`config.mk`:
```
export PLATFORM = sky130hd
export DESIGN_NAME = sdma_arbiter
export DESIGN_NICKNAME = d
export VERILOG_FILES = /design/src/rtl/sdma_arbiter.sv
export SDC_FILE = /design/constraint.sdc
export NUM_CORES = 1
export LEC_CHECK = 0
export CORE_MARGIN = 10
export CORE_UTILIZATION = 25
export CTS_CLUSTER_DIAMETER = 60
export DETAILED_ROUTE_END_ITERATION = 8
export SLEW_MARGIN = 25
export SYNTH_ARGS = -nofsm -noshare
export SYNTH_HDL_FRONTEND = slang
export SYNTH_SLANG_ARGS = --single-unit
```
`constraint.sdc`:
```
create_clock -name clk -period 1.8 [get_ports clk]
set_clock_uncertainty 0.15 [all_clocks]
set_input_delay 0.36 -clock clk [delete_from_list [all_inputs] [get_ports clk]]
set_output_delay 0.36 -clock clk [all_outputs]
set_load 0.02 [all_outputs]
```
`src/rtl/sdma_arbiter.sv`:
```
// Round-robin arbiter sharing one fabric-to-SDMA channel among NUM_REQ clients.
// Optional SDMA_ARB_TIMEOUT_EN adds a request-to-done timeout with a sticky error flag.
module sdma_arbiter #(
    parameter int unsigned NUM_REQ        = 4,
    parameter int unsigned REQ_HOLD       = 3,
    parameter int unsigned TIMEOUT_CYCLES = 4096,
    parameter int unsigned CNT_W          = 16
) (
    input  logic               clk,
    input  logic               rst,
    input  logic [NUM_REQ-1:0] req_in,
    output logic [NUM_REQ-1:0] grant,
    output logic [NUM_REQ-1:0] done_out,
    output logic               sdma_req,
    input  logic               sdma_active,
    input  logic               sdma_done,
    output logic               sdma_irq,
    output logic               busy,
    output logic               timeout_err
);

    localparam int unsigned PtrW = (NUM_REQ > 1) ? $clog2(NUM_REQ) : 1;
    localparam logic [CNT_W-1:0] HoldLast = CNT_W'(REQ_HOLD - 1);
    // Counter never needs to count past the larger of the two terminal values.
    localparam logic [CNT_W-1:0] CntSat =
        (TIMEOUT_CYCLES > REQ_HOLD) ? CNT_W'(TIMEOUT_CYCLES - 1) : CNT_W'(REQ_HOLD - 1);
`ifdef SDMA_ARB_TIMEOUT_EN
    localparam logic [CNT_W-1:0] TimeoutLast = CNT_W'(TIMEOUT_CYCLES - 1);
`endif

    typedef enum logic [1:0] {StIdle, StReq, StActive, StDone} state_e;

    state_e              state_q, state_d;
    logic [CNT_W-1:0]    cnt_q, cnt_d, cnt_inc;
    logic [PtrW-1:0]     ptr_q, ptr_d, sel_q, sel_d, pick;
    logic [PtrW:0]       sum;
    logic                found, xfer_end;
    logic [NUM_REQ-1:0]  grant_q, grant_d, done_q, done_d;
    logic                req_q, req_d, irq_q, irq_d, busy_q, busy_d;
`ifdef SDMA_ARB_TIMEOUT_EN
    logic                terr_q, terr_d;
`endif

    // First requesting client at or above the pointer, wrapping.
    always_comb begin
        found = 1'b0;
        pick  = '0;
        sum   = '0;
        for (int i = 0; i < NUM_REQ; i++) begin
            sum = {1'b0, ptr_q} + (PtrW+1)'(i);
            if (sum >= (PtrW+1)'(NUM_REQ)) sum = sum - (PtrW+1)'(NUM_REQ);
            if (!found && req_in[sum[PtrW-1:0]]) begin
                found = 1'b1;
                pick  = sum[PtrW-1:0];
            end
        end
    end

    always_comb begin
        state_d  = state_q;
        cnt_d    = cnt_q;
        ptr_d    = ptr_q;
        sel_d    = sel_q;
        grant_d  = grant_q;
        req_d    = req_q;
        done_d   = '0;
        irq_d    = 1'b0;
        busy_d   = busy_q;
        xfer_end = 1'b0;
        cnt_inc  = (cnt_q == CntSat) ? cnt_q : cnt_q + 1'b1;
`ifdef SDMA_ARB_TIMEOUT_EN
        terr_d   = terr_q;
`endif
        unique case (state_q)
            StIdle: begin
                if (found) begin
                    state_d = StReq;
                    sel_d   = pick;
                    grant_d = NUM_REQ'(1) << pick;
                    req_d   = 1'b1;
                    cnt_d   = '0;
                    busy_d  = 1'b1;
                end
            end
            StReq, StActive: begin
                cnt_d = cnt_inc;
                if (sdma_done) begin
                    xfer_end = 1'b1;
`ifdef SDMA_ARB_TIMEOUT_EN
                end else if (cnt_q == TimeoutLast) begin
                    xfer_end = 1'b1;
                    terr_d   = 1'b1;
`endif
                end else if (state_q == StReq && sdma_active && cnt_q >= HoldLast) begin
                    state_d = StActive;
                    req_d   = 1'b0;
                end
                if (xfer_end) begin
                    state_d = StDone;
                    req_d   = 1'b0;
                    grant_d = '0;
                    done_d  = NUM_REQ'(1) << sel_q;
                    irq_d   = 1'b1;
                end
            end
            StDone: begin
                state_d = StIdle;
                busy_d  = 1'b0;
                ptr_d   = (sel_q == PtrW'(NUM_REQ - 1)) ? '0 : sel_q + 1'b1;
            end
            default: state_d = StIdle;
        endcase
    end

    always_ff @(posedge clk or posedge rst) begin
        if (rst) begin
            state_q <= StIdle;
            cnt_q   <= '0;
            ptr_q   <= '0;
            sel_q   <= '0;
            grant_q <= '0;
            done_q  <= '0;
            req_q   <= 1'b0;
            irq_q   <= 1'b0;
            busy_q  <= 1'b0;
        end else begin
            state_q <= state_d;
            cnt_q   <= cnt_d;
            ptr_q   <= ptr_d;
            sel_q   <= sel_d;
            grant_q <= grant_d;
            done_q  <= done_d;
            req_q   <= req_d;
            irq_q   <= irq_d;
            busy_q  <= busy_d;
        end
    end

`ifdef SDMA_ARB_TIMEOUT_EN
    always_ff @(posedge clk or posedge rst) begin
        if (rst) terr_q <= 1'b0;
        else     terr_q <= terr_d;
    end
    assign timeout_err = terr_q;
`else
    assign timeout_err = 1'b0;
`endif

    assign grant    = grant_q;
    assign done_out = done_q;
    assign sdma_req = req_q;
    assign sdma_irq = irq_q;
    assign busy     = busy_q;

endmodule

```
==> impl_results.md <==
* Kind of critical path: reg2reg
* Die area at 11700 sq um
* Chip Height at 108 um
* Synth area leader: dfrtp_1
* Synth top area share at 42.6%
* Syn Nets at 211
* Most frequent cells in the layout: buf_4 (48), dfrtp_1 (32), nand2_1 (16)
* Post-synthesis cell count at 194
* MaxCap Viol Count at 0
* Remaining design rule violation count at 0
* Final min period at 1.93 ns
* Num CTS Buffers at 5
* Clock Path Buffers at 2
* P_sw at 1.57 mW
* Fmax at 517 MHz
* Gr usage total at 9.06%
* Routed len/inst at 14.6 um
* Cell internal pwr at 2.50 mW
* Antenna violations before repair at 0
* Status: finished, violations left
* Share of cells above drive strength 1 at 37.1%
* Post-synthesis sequential area ratio at 42.6%
* # nets final at 283
* Global-route congestion overflow total at 0
* I/O Pins at 20
* Final wirelength at 5380 um
* Tcrit/Tclk final at 107%
* R2R Path Start: state_q[1]
* Vias at 1810
* FFs w/ async S/R, synth at 100%
* Clk_lat worst skew at 0.29 ns
* # clock sinks at 33
* CP Data Required Time at 1.88 ns
* Final setup fails at 12
* Area of the core at 7650 sq um
* Final ANT Viol Nets at 0
* Endpoints failing hold at 0
* First-pass GRT wire length at 8570 um
* Synth warnings at 0
* Pin count of the biggest net entering global routing at 34
* Synth Register Bits at 33
* Worst Hold Class: in2async
* Placed cell area at 2600 sq um
* Commonest non-fill, non-tap cell in the layout: buf_4
* RSZ-0062 raised after global routing: yes
* Design area at 2910 sq um
* Clock transition at the registers of the reported paths at 0.07 ns
* Netlist cell types at 52
* Mean Syn Cell Area at 10.0 sq um
* H-Tree Depth at 2
* Area Overhead vs Synth at 50.1%
* Die width at 108 um
* Worst-path fanout max at 9
* CP Launch Type: register
* Final WS setup at -0.133 ns
* Post-DP HPWL at 3880 um
* Switching share of power at 38.6%
* N_diodes at 0
* Post-synth EDFFs at 0
* Vias in the first global route at 1730
* Syn Std Cell Area at 1940 sq um
* Total power at 4.07 mW
* Drt first pass iters at 4
* Worst setup EP type: register
* CTS tree: built
* Fillers at 737
* P_leak at 1.36 nW
* Placer Congestion at 0.839
* Cell Rows at 32
* DR vias/cell at 4.91
* Post-synth top flop: dfrtp_1
* Pwr/cell area at 1400 nW/um^2
* CP startpoint: state_q[1]
* Failing checks: setup timing
* Maximum VDD drop at 0.856 mV
* Clk pwr share at 18.1%
* Worst endpoint data arrival time at 2.01 ns
* Initial core utilization at 25.4%
* PortBufs at 18
* Leading post-synthesis cells by cell area: dfrtp_1 (43%), ha_1 (5.8%), a21oi_1 (3.4%)
* Root Buffer: clkbuf_8
* Flop pwr share at 26.4%
* Max Slew Vio Count at 0
* Gate power share at 55.5%
* DR iter-0 viols at 100
## power groups by stage
stage          Sequential, mW  Clock [mW]  Combinational [mW]
6_report                 1.08       0.736                2.26
5_1_grt                  1.10       0.784                2.45
4_1_cts                  1.08       0.745                2.01
3_5_place_dp             1.09           0                1.98
3_3_place_gp             1.08           0                1.96
2_1_floorplan            1.18           0               0.951
## cells by family after synthesis
family,share of synthesized area [%]
AO/OA/AOI/OAI,21.5
adder cells (fa/ha/maj),5.80
buffers and inverters,3.87
flip-flops,42.6
multiplexers,3.74
other,0.193
AND/OR/NAND/NOR,22.3
## worst max-delay path, cell delays in order, from the launching register on
cell,delay (ns)
dfrtp_1,0.38
inv_2,0.07
ha_4,0.29
o21a_1,0.13
o21ai_2,0.06
buf_4,0.17
or4_4,0.51
a21oi_2,0.12
## synth_stat cells (3+ instances only)
library cell,n
dfrtp_1,33
nand2_1,16
a21oi_1,13
nor2_1,12
inv_1,10
ha_1,9
o21ai_0,7
and3_1,6
nand2b_1,6
mux2i_1,5
nor4_1,5
o31ai_1,5
a211oi_1,4
a32o_1,4
nand3_1,4
or4_1,4
buf_2,3
o21a_1,3
## final timing paths
| path | end | cells past startpoint | slack [ns] |
|---|---|---|---|
| min reg2reg | sdma_req | 1 | 0.33 |
| max | cnt_q[8] | 7 | -0.13 |
| min in group clk | sdma_req | 1 | 0.33 |
| max reg2reg | cnt_q[8] | 7 | -0.13 |
| min | sdma_req | 3 | 0.26 |
| max in group asynchronous | cnt_q[5] | 3 | 1.05 |
## state kept, by name, indices dropped and copies added, names as in the netlist
name	flops
busy	1
cnt_q	16
done_out	4
grant	4
ptr_q	2
sdma_irq	1
sdma_req	1
sel_q	2
state_q	2
## layout make-up
type                       instances  area, sq um  area share [%]
sequential                        33          827            28.4
tap                              102          128            4.38
multi-input combinational        145         1180            40.4
clock inverter                     2         37.5            1.29
inverter                          10         37.5            1.29
clock buffer                       6         82.6            2.84
timing repair buffer              71          624            21.4
## layer usage
metal / vias up / routed length (um) / GRT usage (%) / share of wire, %
li1: 880 / - / - / -
met1: 875 / 2490 / 12.1 / 46
met2: 50 / 2550 / 13.7 / 47
met3: 5 / 283 / 2.26 / 5.3
met4: 0 / 61 / 3.44 / 1.1
met5: - / 0 / 0 / 0
## repair_timing
action | 4_1_cts | 5_1_grt
hold endpoints to repair | 0 | 0
endpoints found under the setup margin | 22 | 27
pin swaps | 10 | 5
buffers inserted | 0 | 6
gates resized for setup | 9 | 33
cloned | 0 | 1
hold buffers | 0 | 0
## through the flow
stage	std cells	worst slack, ns	util (%)	hold slack (ns)	TNS [ns]
after global placement	354	-0.422	34.0	0.317	-8.30
after CTS	362	-0.111	35.6	0.264	-0.926
final	369	-0.133	38.1	0.259	-0.757
after global routing	369	-0.205	38.1	0.277	-1.97
after floorplan	194	0.00324	-	0.339	0
after detailed placement	354	-0.463	34.0	0.320	-9.03
(Power assumes the default switching activity.)
